## config.mk

```make
export PLATFORM = sky130hd
export DESIGN_NAME = character_jump
export DESIGN_NICKNAME = d
export VERILOG_FILES = /design/src/rtl/character_jump.sv
export SDC_FILE = /design/constraint.sdc
export NUM_CORES = 1
export LEC_CHECK = 0
export ABC_CLOCK_PERIOD_IN_PS = 4100
export BUFFER_PORTS_ARGS = -buffer_cell sky130_fd_sc_hd__buf_2
export CORE_MARGIN = 2
export CORE_UTILIZATION = 55
export CTS_CLUSTER_SIZE = 14
export DETAILED_ROUTE_END_ITERATION = 10
export GPL_ROUTABILITY_DRIVEN = 0
export GPL_TIMING_DRIVEN = 0
export PLACE_DENSITY = 0.86
export REMOVE_ABC_BUFFERS = 1
export SYNTH_ARGS = -nofsm -noshare
export SYNTH_HDL_FRONTEND = slang
export SYNTH_SLANG_ARGS = --single-unit
```

## constraint.sdc

```tcl
create_clock -name clk -period 4.1 [get_ports clk]
set_input_delay 0.41 -clock clk [delete_from_list [all_inputs] [get_ports clk]]
set_output_delay 0.41 -clock clk [all_outputs]
set_load 0.05 [all_outputs]
```

## src/rtl/character_jump.sv

```systemverilog
// character_jump
// Player-character stage of the VGA pipeline. It draws a solid CHAR_W x CHAR_H
// rectangle of CHAR_COLOR over the incoming pixel stream and owns the
// character position. On each frame tick (the rising edge of vsync) it applies
// the horizontal step and advances the jump/gravity state machine.
//
// Ports
//   clk          pixel clock
//   rst          synchronous reset, active-high
//   module_en    drawing and physics enable
//   jump         jump request (level or pulse)
//   move_left    step left at the next frame tick
//   move_right   step right at the next frame tick
//   vga_bus_in   {hcount[10:0], hsync, hblnk, vcount[10:0], vsync, vblnk, rgb[11:0]}
//   vga_bus_out  same fields, one register stage later
//   pos_x/pos_y  current left / top edge
//   airborne     high in RISE or FALL
//   landed       one-cycle pulse on touchdown
//
// state | meaning
// IDLE  | on the ground, waiting for a jump request
// RISE  | moving up, speed decaying under gravity
// FALL  | moving down, speed growing up to VMAX
module character_jump #(
  parameter int          CHAR_W       = 32,
  parameter int          CHAR_H       = 48,
  parameter logic [11:0] CHAR_COLOR   = 12'h000,
  parameter int          SCREEN_W     = 800,
  parameter int          X_INIT       = 384,
  parameter int          GROUND_Y     = 400,
  parameter int          JUMP_V       = 16,
  parameter int          GRAVITY      = 1,
  parameter int          VMAX         = 16,
  parameter int          X_STEP       = 4,
  parameter int          VGA_BUS_SIZE = 38
) (
  input  logic                    clk,
  input  logic                    rst,
  input  logic                    module_en,
  input  logic                    jump,
  input  logic                    move_left,
  input  logic                    move_right,
  input  logic [VGA_BUS_SIZE-1:0] vga_bus_in,
  output logic [VGA_BUS_SIZE-1:0] vga_bus_out,
  output logic [10:0]             pos_x,
  output logic [10:0]             pos_y,
  output logic                    airborne,
  output logic                    landed
);

  localparam logic [1:0] IDLE = 2'd0;
  localparam logic [1:0] RISE = 2'd1;
  localparam logic [1:0] FALL = 2'd2;

  localparam logic [11:0] X_MAX = 12'(SCREEN_W - CHAR_W);

  logic [10:0] hcount, vcount;
  logic        hblnk, vsync, vblnk;
  logic [11:0] rgb_in;

  assign hcount = vga_bus_in[37:27];
  assign hblnk  = vga_bus_in[25];
  assign vcount = vga_bus_in[24:14];
  assign vsync  = vga_bus_in[13];
  assign vblnk  = vga_bus_in[12];
  assign rgb_in = vga_bus_in[11:0];

  logic [1:0]        state;
  logic [10:0]       x, y;
  logic signed [7:0] vel;
  logic              jump_pend, vsync_d;

  logic              tick, step;
  logic signed [11:0] ny;
  logic signed [7:0]  vel_g;
  logic [11:0]        x_right;
  logic [11:0]        x_end, y_end;
  logic               in_box;
  logic [11:0]        rgb_nxt;

  assign tick  = vsync & ~vsync_d;
  assign step  = tick & module_en;
  assign ny    = $signed({1'b0, y}) + $signed({{4{vel[7]}}, vel});
  assign vel_g = vel + $signed(8'(GRAVITY));

  assign x_right = {1'b0, x} + 12'(X_STEP);

  assign x_end  = {1'b0, x} + 12'(CHAR_W - 1);
  assign y_end  = {1'b0, y} + 12'(CHAR_H - 1);
  assign in_box = module_en && !hblnk && !vblnk &&
                  (hcount >= x) && ({1'b0, hcount} <= x_end) &&
                  (vcount >= y) && ({1'b0, vcount} <= y_end);
  assign rgb_nxt = in_box ? CHAR_COLOR : rgb_in;

  always_ff @(posedge clk) begin
    if (rst) begin
      vga_bus_out <= '0;
      vsync_d     <= 1'b0;
      jump_pend   <= 1'b0;
    end else begin
      vga_bus_out <= {vga_bus_in[VGA_BUS_SIZE-1:12], rgb_nxt};
      vsync_d     <= vsync;
      // The tick always consumes the request, accepted or not, so jumps
      // never carry across a landing.
      jump_pend   <= tick ? 1'b0 : (jump_pend | jump);
    end
  end

  always_ff @(posedge clk) begin
    if (rst) begin
      state  <= IDLE;
      x      <= 11'(X_INIT);
      y      <= 11'(GROUND_Y);
      vel    <= '0;
      landed <= 1'b0;
    end else begin
      landed <= 1'b0;
      if (step) begin
        case (state)
          IDLE: begin
            if (jump_pend | jump) begin
              vel   <= -8'(JUMP_V);
              state <= RISE;
            end else begin
              y   <= 11'(GROUND_Y);
              vel <= '0;
            end
          end
          RISE: begin
            if (ny < 0) begin
              y     <= '0;
              vel   <= '0;
              state <= FALL;
            end else begin
              y   <= ny[10:0];
              vel <= vel_g;
              if (!vel_g[7]) state <= FALL;
            end
          end
          FALL: begin
            if (ny >= $signed(12'(GROUND_Y))) begin
              y      <= 11'(GROUND_Y);
              vel    <= '0;
              state  <= IDLE;
              landed <= 1'b1;
            end else begin
              y   <= ny[10:0];
              vel <= (vel_g > $signed(8'(VMAX))) ? 8'(VMAX) : vel_g;
            end
          end
          default: state <= IDLE;
        endcase

        if (move_left && !move_right)
          x <= (x < 11'(X_STEP)) ? 11'd0 : x - 11'(X_STEP);
        else if (move_right && !move_left)
          x <= (x_right > X_MAX) ? X_MAX[10:0] : x_right[10:0];
      end
    end
  end

  assign pos_x    = x;
  assign pos_y    = y;
  assign airborne = (state == RISE) || (state == FALL);

endmodule

```

==> metrics.yaml <==
status:
  status: "finished clean"
power_and_ir_drop:
  p_leak_nw: 2.62
  power_frac_seq_pct: 38.8
  irDropWorstVdd_mv: 0.162
  swShare_pct: 27.7
  p_clk_share_pct: 42.4
  p_switching_mw: 0.517
  power_density_mw_per_mm2: 332
  combPwrFrac_pct: 18.9
  internal_power_mw: 1.35
worst_hold_path:
  worst_hold_path_type: "input pin to flop"
setup_path:
  start_kind: "flop"
  critical_path_buf_inv_count: 0
  worstPathCellList: "nor3_1, a21oi_1, o21ai_0, nor3_1, xnor2_1, ha_1, nand2_1, nor4_1, a21oi_1, o31ai_1, nor2_1, nor3_1, o311a_1, a21oi_1"
  required_ns: 4.29
  critPathTopFamily: "compound AO/OA/AOI/OAI gates"
  slowest_stage: "o311a_1"
  critical_path_class: "flop to flop"
  crit_fanout: 12
  endpoint_kind: "flop"
  cp_data_arrival_time_ns: 3.70
  ff2ff_setup_slack_ns: 0.59
  cpPeakStageDelay_ns: 0.45
logic_synthesis:
  synth_edf_count: 0
  ys_types: 69
  yosys.area.top_type: "dfxtp_1"
  synth.most_common_cell: "dfxtp_1"
  ys_seq_elements: 70
  synth_cells: 573
  synth_common_cells: "dfxtp_1 (70), ha_1 (61), nor2_1 (46)"
  synth_ff_type: "dfxtp_1"
  syn_area_per_cell_um2: 8.41
  yosysTopAreaCellShare_pct: 29.1
  synth-async-reset-ratio_pct: 0
  synth.area.top_cells: "dfxtp_1 (29%), ha_1 (16%), nor2b_1 (4.4%)"
  ys_warn_count: 0
  netlist_area_mm2: 0.00482
  ys_seq_area_share_pct: 29.1
die:
  fp-row-count: 34
  die_h_um: 97.6
  die_w_um: 97.6
  dieArea_mm2: 0.00953
  core_mm2: 0.00859
  initial_core_util_pct: 56.1
  num_io_pins: 106
layout:
  finish.instance_area_mm2: 0.00563
  antennaDiodeCount: 0
  area_growth_pct: 16.7
  finalNetCount: 768
  final_layout_size_suffix_gt1_share_pct: 19.8
  fillCellCount: 683
timing:
  setup-tns-final_ns: 0
  finalSetupViolCount: 0
  slew_viol_final: 0
  relSlewSlack_pct: 26.6
  fin_crit_sh_pct: 85.5
  worst_slew_pin_slew_ns: 1.10
  rsz0062_at_grt: "false"
  min_period_ns: 3.51
  clock-skew-final_ns: 0.0106
  hold_viol_final: 0
  fmax_mhz: 285
cts:
  root_buffer: "clkbuf_8"
  holdBufCountCts: 0
  cts_buffer_depth: 2
  cts-resized-gates: 0
  clk_pin_slew_ns: 0.08
  cts_sinks: 70
  htree_levels: 3
  cts_setup_buffers: 0
  cts_tree: "yes"
  numCtsBuffers: 9
  clock_latency_ns: 0.35
global_routing:
  grt.total_usage_pct: 24.6
  grt_pass1_wl_um: 19600
  grt_max_degree: 67
  antenna_found_initial: 0
  grt-ovfl-total: 0
  grt_pass1_vias: 4246
placement:
  post-dp-hpwl_um: 8890
  numPortBuffers: 103
  dpl_cell_area_mm2: 0.00534
route:
  via_count: 4519
  drc_errors: 0
  drt-total-wl_um: 11900
  drt-initial-drc-count: 287
  routed_via_density: 5.84
  detail-route-antenna-nets: 0
  drtPass1Iterations: 6
  drt-wirelength-per-cell_um: 15.4
flow_run:
  cap_violations: 0
-- cells by family after synthesis --
kind of cell | synth area share [%]
flip-flops | 29.1
buffers and inverters | 5.37
AND/OR/NAND/NOR | 22.8
multiplexers | 1.25
XOR/XNOR | 4.91
AO/OA/AOI/OAI | 20.2
adder cells (fa/ha/maj) | 16.3
other | 0.0778
-- power groups by stage --
stage          Combinational, mW  Clock [mW]  Sequential [mW]
6_report                   0.353       0.792            0.724
5_1_grt                    0.384       0.829            0.727
4_1_cts                    0.352       0.802            0.724
3_5_place_dp               0.348           0            0.740
3_3_place_gp               0.338           0            0.739
2_1_floorplan              0.170           0            0.817
-- worst reg2reg max path, cell delays in order (launching register included) --
cell and delay (ns):
dfxtp_1 0.37, nor3_1 0.33, a21oi_1 0.15, o21ai_0 0.38
nor3_1 0.11, xnor2_1 0.16, ha_1 0.31, nand2_1 0.08
nor4_1 0.35, a21oi_1 0.13, o31ai_1 0.11, nor2_1 0.09
nor3_1 0.18, o311a_1 0.45, a21oi_1 0.15
-- through the flow --
| stage | total power, mW | instances | hold WS, ns | utilization (%) | worst slack, ns |
|---|---|---|---|---|---|
| after global placement | 1.08 | 759 | 0.499 | 62.2 | 0.817 |
| final | 1.87 | 774 | 0.269 | 65.5 | 0.594 |
| after CTS | 1.88 | 774 | 0.268 | 65.5 | 0.684 |
| after detailed placement | 1.09 | 759 | 0.524 | 62.2 | 0.702 |
| after global routing | 1.94 | 774 | 0.286 | 65.5 | 0.303 |
| after floorplan | 0.988 | 548 | 0.477 | - | 0.730 |
-- path summary, 6_finish.rpt --
path | startpoint | depth (start not counted) | end
max reg2reg | pos_y[0]$_SDFFE_PP0P_ | 14 | vga_bus_out[9]$_SDFF_PP0_
min reg2reg | state[0]$_SDFFE_PP0P_ | 2 | state[0]$_SDFFE_PP0P_
min | vga_bus_in[26] | 2 | vga_bus_out[26]$_SDFF_PP0_
max | pos_y[0]$_SDFFE_PP0P_ | 14 | vga_bus_out[9]$_SDFF_PP0_
-- layer usage --
layer / GRT usage, % / routed length, µm / vias up
li1: - / - / 2216
met1: 31.1 / 5160 / 2091
met2: 41.4 / 5710 / 189
met3: 4.03 / 825 / 23
met4: 10.4 / 228 / 0
met5: 0 / 0 / -
-- flip-flops by register name (all words and copies together) (netlist names) --
name         flops
vga_bus_out     38
pos_y           11
pos_x            9
vel              8
state            2
jump_pend        1
landed           1
-- placed cells by master, fill, tap and decap left out, drive strengths merged, types with 15 or more instances in the layout --
cell type  netlist  final
ha              61     61
inv             34     34
a21oi           42     42
nor3            15     15
nand2           24     24
o21ai           33     33
dfxtp           70     70
xnor2           24     24
nand2b          25     25
buf             10    103
nor2b           35     35
nand3           19     19
nor2            46     46
-- layout make-up --
class | instances | area (µm²) | area share (%)
Multi-Input combinational cell | 444 | 3160 | 56.2
Sequential cell | 70 | 1400 | 24.9
Timing Repair Buffer | 103 | 515 | 9.16
Clock inverter | 6 | 159 | 2.82
Tap cell | 108 | 135 | 2.40
Inverter | 34 | 128 | 2.27
Clock buffer | 9 | 124 | 2.20
Note: power is estimated with default switching activity, not from simulation.
